==> config.mk <==
export PLATFORM = sky130hd
export DESIGN_NAME = lsu_multi
export DESIGN_NICKNAME = d
export VERILOG_FILES = /design/src/rtl/lsu_multi.sv
export SDC_FILE = /design/constraint.sdc
export NUM_CORES = 1
export LEC_CHECK = 0
export CORE_ASPECT_RATIO = 1.2
export CORE_MARGIN = 5
export CORE_UTILIZATION = 30
export DETAILED_ROUTE_END_ITERATION = 8
export HOLD_SLACK_MARGIN = 0.15
export SLEW_MARGIN = 15
export SYNTH_ARGS = -nofsm -noshare
export SYNTH_HDL_FRONTEND = slang
export SYNTH_SLANG_ARGS = --single-unit
==> constraint.sdc <==
create_clock -name clk -period 2.9 [get_ports clk]
set_input_delay 0.58 -clock clk [delete_from_list [all_inputs] [get_ports clk]]
set_output_delay 0.58 -clock clk [all_outputs]
set_load 0.01 [all_outputs]
==> src/rtl/lsu_multi.sv <==
// Load/store unit for the multicycle core: request handshake, byte enables, lane steering, load extension, timeout.
// Latency: accept edge N -> resp_valid during cycle N+2 with an immediate ack, +1 per memory wait cycle; errors respond at N+1.
// Backpressure: req_ready only in IDLE; mem_req held until mem_ack or TIMEOUT cycles, whichever comes first.
//
// Ports:
//   clk, reset (sync, active-low)
//   req_valid/req_ready/req_we/req_mode/req_unsigned/req_addr/req_wdata : datapath request
//   resp_valid/resp_rdata/resp_err/busy                                 : completion and status
//   mem_req/mem_we/mem_addr/mem_wdata/mem_be/mem_rdata/mem_ack          : data memory side
module lsu_multi #(
   parameter int XLEN    = 32,
   parameter int ADDR_W  = 32,
   parameter int TIMEOUT = 15
) (
   input  logic                clk,
   input  logic                reset,
   input  logic                req_valid,
   output logic                req_ready,
   input  logic                req_we,
   input  logic [1:0]          req_mode,
   input  logic                req_unsigned,
   input  logic [ADDR_W-1:0]   req_addr,
   input  logic [XLEN-1:0]     req_wdata,
   output logic                resp_valid,
   output logic [XLEN-1:0]     resp_rdata,
   output logic                resp_err,
   output logic                busy,
   output logic                mem_req,
   output logic                mem_we,
   output logic [ADDR_W-1:0]   mem_addr,
   output logic [XLEN-1:0]     mem_wdata,
   output logic [XLEN/8-1:0]   mem_be,
   input  logic [XLEN-1:0]     mem_rdata,
   input  logic                mem_ack
);

   localparam int NB   = XLEN / 8;
   localparam int OFFW = $clog2(NB);
   localparam int TW   = $clog2(TIMEOUT + 1);

   typedef enum logic [1:0] {S_IDLE, S_ACCESS, S_RESP} state_t;

   state_t              state_q, state_d;
   logic [TW-1:0]       timer_q, timer_d;
   logic                we_q, we_d;
   logic [1:0]          mode_q, mode_d;
   logic                uns_q, uns_d;
   logic [ADDR_W-1:0]   addr_q, addr_d;
   logic [XLEN-1:0]     wdata_q, wdata_d;
   logic                err_q, err_d;
   logic [XLEN-1:0]     rdata_q, rdata_d;

   logic                req_bad;
   logic [OFFW-1:0]     off_q;
   logic [XLEN-1:0]     rd_shift;
   logic [XLEN-1:0]     ld_ext;
   logic                ld_fill;
   logic [XLEN-1:0]     wd_rep;
   logic [NB-1:0]       be_dec;
   logic                in_access;

   assign off_q     = addr_q[OFFW-1:0];
   assign in_access = (state_q == S_ACCESS);

   // Alignment is checked against the access size; doubles need 8-byte alignment
   // and do not exist at all on a 32-bit datapath.
   always_comb begin
      req_bad = 1'b0;
      case (req_mode)
         2'b01:   req_bad = req_addr[0];
         2'b10:   req_bad = |req_addr[1:0];
         2'b11:   req_bad = (XLEN == 32) || (|req_addr[2:0]);
         default: req_bad = 1'b0;
      endcase
   end

   // Load extraction: bring the addressed lane down to bit 0, then fill the
   // upper bits with the sign (or zero) of the selected width.
   assign rd_shift = mem_rdata >> {off_q, 3'b000};

   always_comb begin
      ld_fill = 1'b0;
      case (mode_q)
         2'b00:   ld_fill = ~uns_q & rd_shift[7];
         2'b01:   ld_fill = ~uns_q & rd_shift[15];
         2'b10:   ld_fill = ~uns_q & rd_shift[31];
         default: ld_fill = 1'b0;
      endcase
      ld_ext = '0;
      for (int i = 0; i < XLEN; i++) begin
         ld_ext[i] = (i < (8 << mode_q)) ? rd_shift[i] : ld_fill;
      end
   end

   // Store data is replicated so the memory can pick any lane via mem_be.
   always_comb begin
      wd_rep = '0;
      be_dec = '0;
      for (int i = 0; i < NB; i++) begin
         wd_rep[8*i +: 8] = wdata_q[8*(i & ((1 << mode_q) - 1)) +: 8];
         be_dec[i] = (mode_q == 2'b11) ||
                     ((i >= int'(off_q)) && (i < int'(off_q) + (1 << mode_q)));
      end
   end

   always_comb begin
      state_d = state_q;
      timer_d = timer_q;
      we_d    = we_q;
      mode_d  = mode_q;
      uns_d   = uns_q;
      addr_d  = addr_q;
      wdata_d = wdata_q;
      err_d   = err_q;
      rdata_d = rdata_q;
      case (state_q)
         S_IDLE: begin
            if (req_valid) begin
               we_d    = req_we;
               mode_d  = req_mode;
               uns_d   = req_unsigned;
               addr_d  = req_addr;
               wdata_d = req_wdata;
               timer_d = '0;
               rdata_d = '0;
               if (req_bad) begin
                  err_d   = 1'b1;
                  state_d = S_RESP;
               end else begin
                  err_d   = 1'b0;
                  state_d = S_ACCESS;
               end
            end
         end
         S_ACCESS: begin
            // An ack in the expiry cycle still counts as a successful access.
            if (mem_ack) begin
               err_d   = 1'b0;
               rdata_d = we_q ? '0 : ld_ext;
               state_d = S_RESP;
            end else if (timer_q == TW'(TIMEOUT - 1)) begin
               err_d   = 1'b1;
               rdata_d = '0;
               state_d = S_RESP;
            end else begin
               timer_d = timer_q + TW'(1);
            end
         end
         S_RESP: begin
            state_d = S_IDLE;
         end
         default: state_d = S_IDLE;
      endcase
   end

   always_ff @(posedge clk) begin
      if (!reset) begin
         state_q <= S_IDLE;
         timer_q <= '0;
         we_q    <= 1'b0;
         mode_q  <= 2'b00;
         uns_q   <= 1'b0;
         addr_q  <= '0;
         wdata_q <= '0;
         err_q   <= 1'b0;
         rdata_q <= '0;
      end else begin
         state_q <= state_d;
         timer_q <= timer_d;
         we_q    <= we_d;
         mode_q  <= mode_d;
         uns_q   <= uns_d;
         addr_q  <= addr_d;
         wdata_q <= wdata_d;
         err_q   <= err_d;
         rdata_q <= rdata_d;
      end
   end

   // Memory-side outputs are forced to zero outside ACCESS so stale request
   // fields never leak onto the bus.
   assign req_ready  = (state_q == S_IDLE);
   assign busy       = (state_q != S_IDLE);
   assign resp_valid = (state_q == S_RESP);
   assign resp_err   = (state_q == S_RESP) & err_q;
   assign resp_rdata = (state_q == S_RESP) ? rdata_q : '0;
   assign mem_req    = in_access;
   assign mem_we     = in_access & we_q;
   assign mem_addr   = in_access ? (addr_q & ~ADDR_W'(NB - 1)) : '0;
   assign mem_wdata  = in_access ? wd_rep : '0;
   assign mem_be     = in_access ? be_dec : '0;

endmodule

After elaboration in Yosys (flattened, before gate mapping). Cells that the tools add are included.

Add/subtract/negate cells: 3. $lt $le $gt $ge: 39. Equal/unequal tests: 13. Shift-type cells: 6. Muxes and demuxes: 57. Bitwise gates (word level): 6. Reduce and logical (&&, ||, !) cells: 16.

Operators with widths (count): $lt A6 B32 Y1 const A (16); $lt A5 B32 Y1 const A (8); $mux W32 (7); $lt A3 B32 Y1 const A (4); $lt A4 B32 Y1 const A (4); $lt A1 B32 Y1 const A (2); $lt A2 B32 Y1 const A (2); $pmux W32 S2 (1); $shiftx A32 B6 Y8 (2); $mux W1 (36); $add A3 B32 Y32 (1); $shiftx A32 B5 Y8 (1); $shl A1 B2 Y32 const A (1); $shl A4 B2 Y32 const A (1); $shr A32 B5 Y32 (1); $mux W4 (4); $eq A2 B2 Y1 const B (5); $mux W2 (4); $pmux W4 S2 (1); $eq A2 B1 Y1 const B (3); $ne A2 B2 Y1 const B (3); $pmux W1 S3 (2); $and A1 B1 Y1 (5); $add A4 B1 Y4 const B (1); other kinds (16) (25).

Register bits: 107. Output and inout bits: 106. Word-level logic and storage cells: 149.

Longest topological paths before layout.
Depth in word-level cells: 7. Gate-level depth with buffers: 10.

Worst setup path before layout. Ideal clock, no wire load.

Path type: reg-to-output. Start point: reg addr_q[1]. End point: out mem_be[2]. Data arrival time: 2.075 ns. Required time: 2.320 ns. Setup slack: 0.245 ns. Stages on the path, launching flop included: 11. Path buffers: 4. Cells stage by stage: dfxtp_1 -> buf_4 -> buf_2 -> buf_2 -> buf_2 -> xor2_1 -> ha_1 -> a21oi_1 -> xnor2_1 -> nor2_1 -> a221oi_1.

Word-level cells in the longest chain between the ends: 5. Elaborated cells on any way between the ends: 6. Those cells by class: add/sub: 1; order compare: 2; mux: 1; reduce/logical: 2.

RTL lines: start, declared (line 48) `logic [ADDR_W-1:0] addr_q, addr_d;`; start signal, assigned (line 173) `addr_q <= addr_d;`; $add A3 B32 Y32 (line 102) `((i >= int'(off_q)) && (i < int'(off_q) + (1 << mode_q)));`; $lt A3 B32 Y1 (line 102); $logic_and A1 B1 Y1 (*) (line 102); $logic_or A1 B1 Y1 (*) (line 101) `be_dec[i] = (mode_q == 2'b11) ||`; $mux W4 (*) (line 191) `assign mem_be = in_access ? be_dec : '0;`; end, declared (line 32) `output logic [XLEN/8-1:0] mem_be,`.

Every way passes the cells marked *; elsewhere a longest branch is shown, timed or not.

Worst setup path in the final report.
Start point: reg mode_q[0]. End point: out mem_be[1].

Word-level cells in the longest chain between the ends: 6. Elaborated cells on any way between the ends: 7. Those cells by class: add/sub: 1; order compare: 1; eq/ne: 1; shift: 1; mux: 1; reduce/logical: 2.

RTL lines: start, declared (line 46) `logic [1:0] mode_q, mode_d;`; start signal, assigned (line 171) `mode_q <= mode_d;`; $shl A1 B2 Y32 (line 102); $add A3 B32 Y32 (line 102); $lt A2 B32 Y1 (line 102); $logic_and A1 B1 Y1 (line 102); $logic_or A1 B1 Y1 (*) (line 101); $mux W4 (*) (line 191).

Marked as above.

==> impl_metrics.py <==
metrics = {
    "timing": {
        "fin_crit_ns": 2.777,
        "worst_slack_ns": 0.1225,
        "worst_pin_slew_ns": 0.8175,
        "final-max-slew-violation-count": 0,
        "final_hold_viol_count": 0,
        "fin_worst_skew_ns": 0.008087,
        "clock.fmax_mhz": 360.0,
        "timing.hold.ws_ns": 0.4496,
        "finalSetupViolations": 0,
        "final_period_util_pct": 95.77,
        "slew_headroom_pct": 45.35,
    },
    "floorplan": {
        "ios": 210,
        "core-area_mm2": 0.01811,
        "fp.dieH_um": 158.4,
        "dieWidth_um": 133.7,
        "fp.dieArea_mm2": 0.02117,
        "initial_utilization_pct": 30.40,
        "core.rowCount": 54,
    },
    "yosys": {
        "synth.top_cells.by_count": "157 x nand2_1, 107 x dfxtp_1, 74 x a21oi_1, 72 x and2_1, 37 x nor2_1",
        "async_reset_ff_share_pct": 0,
        "count_of_flip_flops_with_a_built_in_enable_after_synthesis": 0,
        "synth-seq-cells": 107,
        "yosys.cell_count.top_type": "nand2_1",
        "synth_sequential_area_ratio_pct": 38.91,
        "most_used_flip_flop_cell_after_synthesis": "dfxtp_1",
        "synth_cells": 677,
        "synthDominantCellAreaShare_pct": 38.91,
        "syn_area_per_cell_um2": 8.132,
        "mappedNetlistArea_mm2": 0.005505,
        "synthDistinctLibCells": 51,
        "yosysWarningCount": 0,
        "post_synth_main_area_contributors": "dfxtp_1 39%, nand2_1 11%, and2_1 8.2%",
        "post-synth-top-area-cell": "dfxtp_1",
    },
    "final_layout": {
        "antenna_cells": 0,
        "finalInstanceArea_mm2": 0.008215,
        "core_utilization_of_the_finished_layout_pct": 45.37,
        "nNetsFinal": 989,
        "area_growth_pct": 49.23,
        "final_layout_size_suffix_gt1_share_pct": 10.81,
    },
    "global_routing": {
        "maximum_number_of_pins_on_one_net_before_global_route_repair": 69,
        "globalRouteTotalUtil_pct": 17.23,
        "vias_in_the_first_global_route": 5204,
        "globalRoute.totalOverflow": 0,
        "grt_pass1_wl_um": 28940,
        "grt_antenna_before_repair": 0,
    },
    "detailed_routing": {
        "wl_um": 18890,
        "drt_first_pass_iters": 4,
        "drt-wirelength-per-cell_um": 17.12,
        "first_iter_violations": 279,
        "drc": 0,
        "num_vias": 5346,
        "post_drt_via_cell_ratio": 4.847,
        "antenna_violation_net_count_after_detailed_routing": 0,
    },
    "critical_path": {
        "worstPathMaxFanout": 3,
        "endpoint": "mem_be[1]",
        "worst-r2r-cell-count": 6,
        "worst_setup_path_start_kind": "register",
        "critPathArrivalTime_ns": 2.20,
        "timing.setup.critical_path_class": "register to output pin",
        "reg2reg_setup_slack_ns": 0.61,
        "required_ns": 2.32,
        "cp-startpoint": "mode_q[0]",
        "setup.worst_path.end_class": "output pin",
        "timing.rr.start": "addr_q[1]",
        "endpoint_of_the_worst_register_to_register_path": "rdata_q[26]",
    },
    "clock_tree": {
        "ctsLongestPathBuffers": 2,
        "root_buffer": "clkbuf_16",
        "cts_sinks": 107,
        "h-tree-depth": 3,
        "cts_tree": "built",
        "cts_made_buffers": 9,
        "reg_clk_slew_reported_paths_ns": 0.07,
        "clk-insertion-delay-late_ns": 0.35,
        "ctsHoldBuffers": 0,
    },
    "min_path": {
        "timing.hold.worst.class": "register to register",
    },
    "placed_design": {
        "hpwl_um": 13740,
        "detailed_place.area_mm2": 0.007913,
        "gp_congestion": 0.8248,
        "pre_cts_slack_ns": 0.04146,
        "buffer_ports.inserted": 207,
    },
    "run_status": {
        "outcome": "finished clean",
    },
    "pwr": {
        "static-leakage-power_nw": 3.265,
        "cellPowerDensity_mw_per_mm2": 436.0,
        "irDropWorstVdd_mv": 0.2452,
    },
    "run": {
        "max_cap_viol_count": 0,
    },
}
how the worst min path moves through the flow:
| stage | start | endpoint | cells past startpoint |
|---|---|---|---|
| floorplan | rdata_q[7] | rdata_q[7] | 2 |
| global placement | addr_q[4] | addr_q[4] | 2 |
| detailed placement | addr_q[29] | addr_q[29] | 2 |
| CTS | addr_q[29] | addr_q[29] | 2 |
| global route | addr_q[2] | addr_q[2] | 2 |
| finish | addr_q[16] | addr_q[16] | 2 |
registers in the layout, summed over array words and instances, names as in the netlist:
signal	flops
rdata_q	32
wdata_q	32
err_q	1
timer_q	4
uns_q	1
we_q	1
mode_q	2
state_q	2
addr_q	32
cell type report:
type	count	area [µm²]
sequential	107	2145
inverter	10	37.54
fill	1818	9892
clock buffer	9	225.2
clock inverter	7	51.30
tap	224	280.3
multi-input combinational	508	3153
timing repair buffer	238	2323
layer usage:
metal	up-vias	part of all wire [%]	global-route usage, %
li1	2698	-	-
met1	2446	45	22.00
met2	180	45	27.23
met3	22	8.3	6.226
met4	0	1.9	5.683
met5	-	0	0
what timing repair did:
item	in CTS	in global routing
pin swaps	0	2
buffers inserted	0	0
resized for setup	34	10
endpoints found under the setup margin	21	7
critical path: stages (launching register included):
cell,delay (ns)
dfxtp_2,0.35
inv_1,0.08
ha_1,0.22
ha_1,0.18
ha_1,0.19
a21oi_2,0.15
xnor2_2,0.16
nor3_2,0.07
nor3_1,0.16
clkdlybuf4s15_1,0.29
logic make-up after synthesis:
kind of cell,count (synthesis),synth area share [%]
simple gates,301,25.68
flops,107,38.91
fa+ha+maj,11,2.500
xor+xnor,2,0.3182
other cells,1,0.06812
mux,43,8.182
buf+inv,63,4.864
compound gates,149,19.48
cells in the final DEF, fill, tap and decap left out, drive strengths merged, types with 3 or more instances in the layout:
cell type,synthesis,final
a2111oi,3,3
a211o,11,11
a21oi,74,74
a221o,20,20
a32oi,8,8
and2,73,73
buf,18,33
clkbuf,35,10
clkdlybuf4s50,0,187
dfxtp,107,107
dlygate4sd2,0,16
ha,11,11
inv,10,13
mux2,16,16
mux2i,27,27
nand2,157,157
nand3,5,5
nor2,37,37
nor2b,11,11
nor3,5,5
o21ai,11,11
o22a,9,9
or3,3,3
metrics by stage:
stage               total power [mW]    TNS (ns)  std cells
floorplan                      2.046           0        678
detailed placement             2.419           0       1087
global placement               2.416           0       1087
finish                         3.582           0       1103
CTS                            3.627           0       1103
global route                   3.773  -0.0009417       1103
power breakdown:
group          leakage, nW  switching, mW  internal [mW]
registers            0.875         0.0544           1.55
logic                 2.26          0.398          0.390
clock network        0.133          0.600          0.590
(Power assumes the default switching activity.)
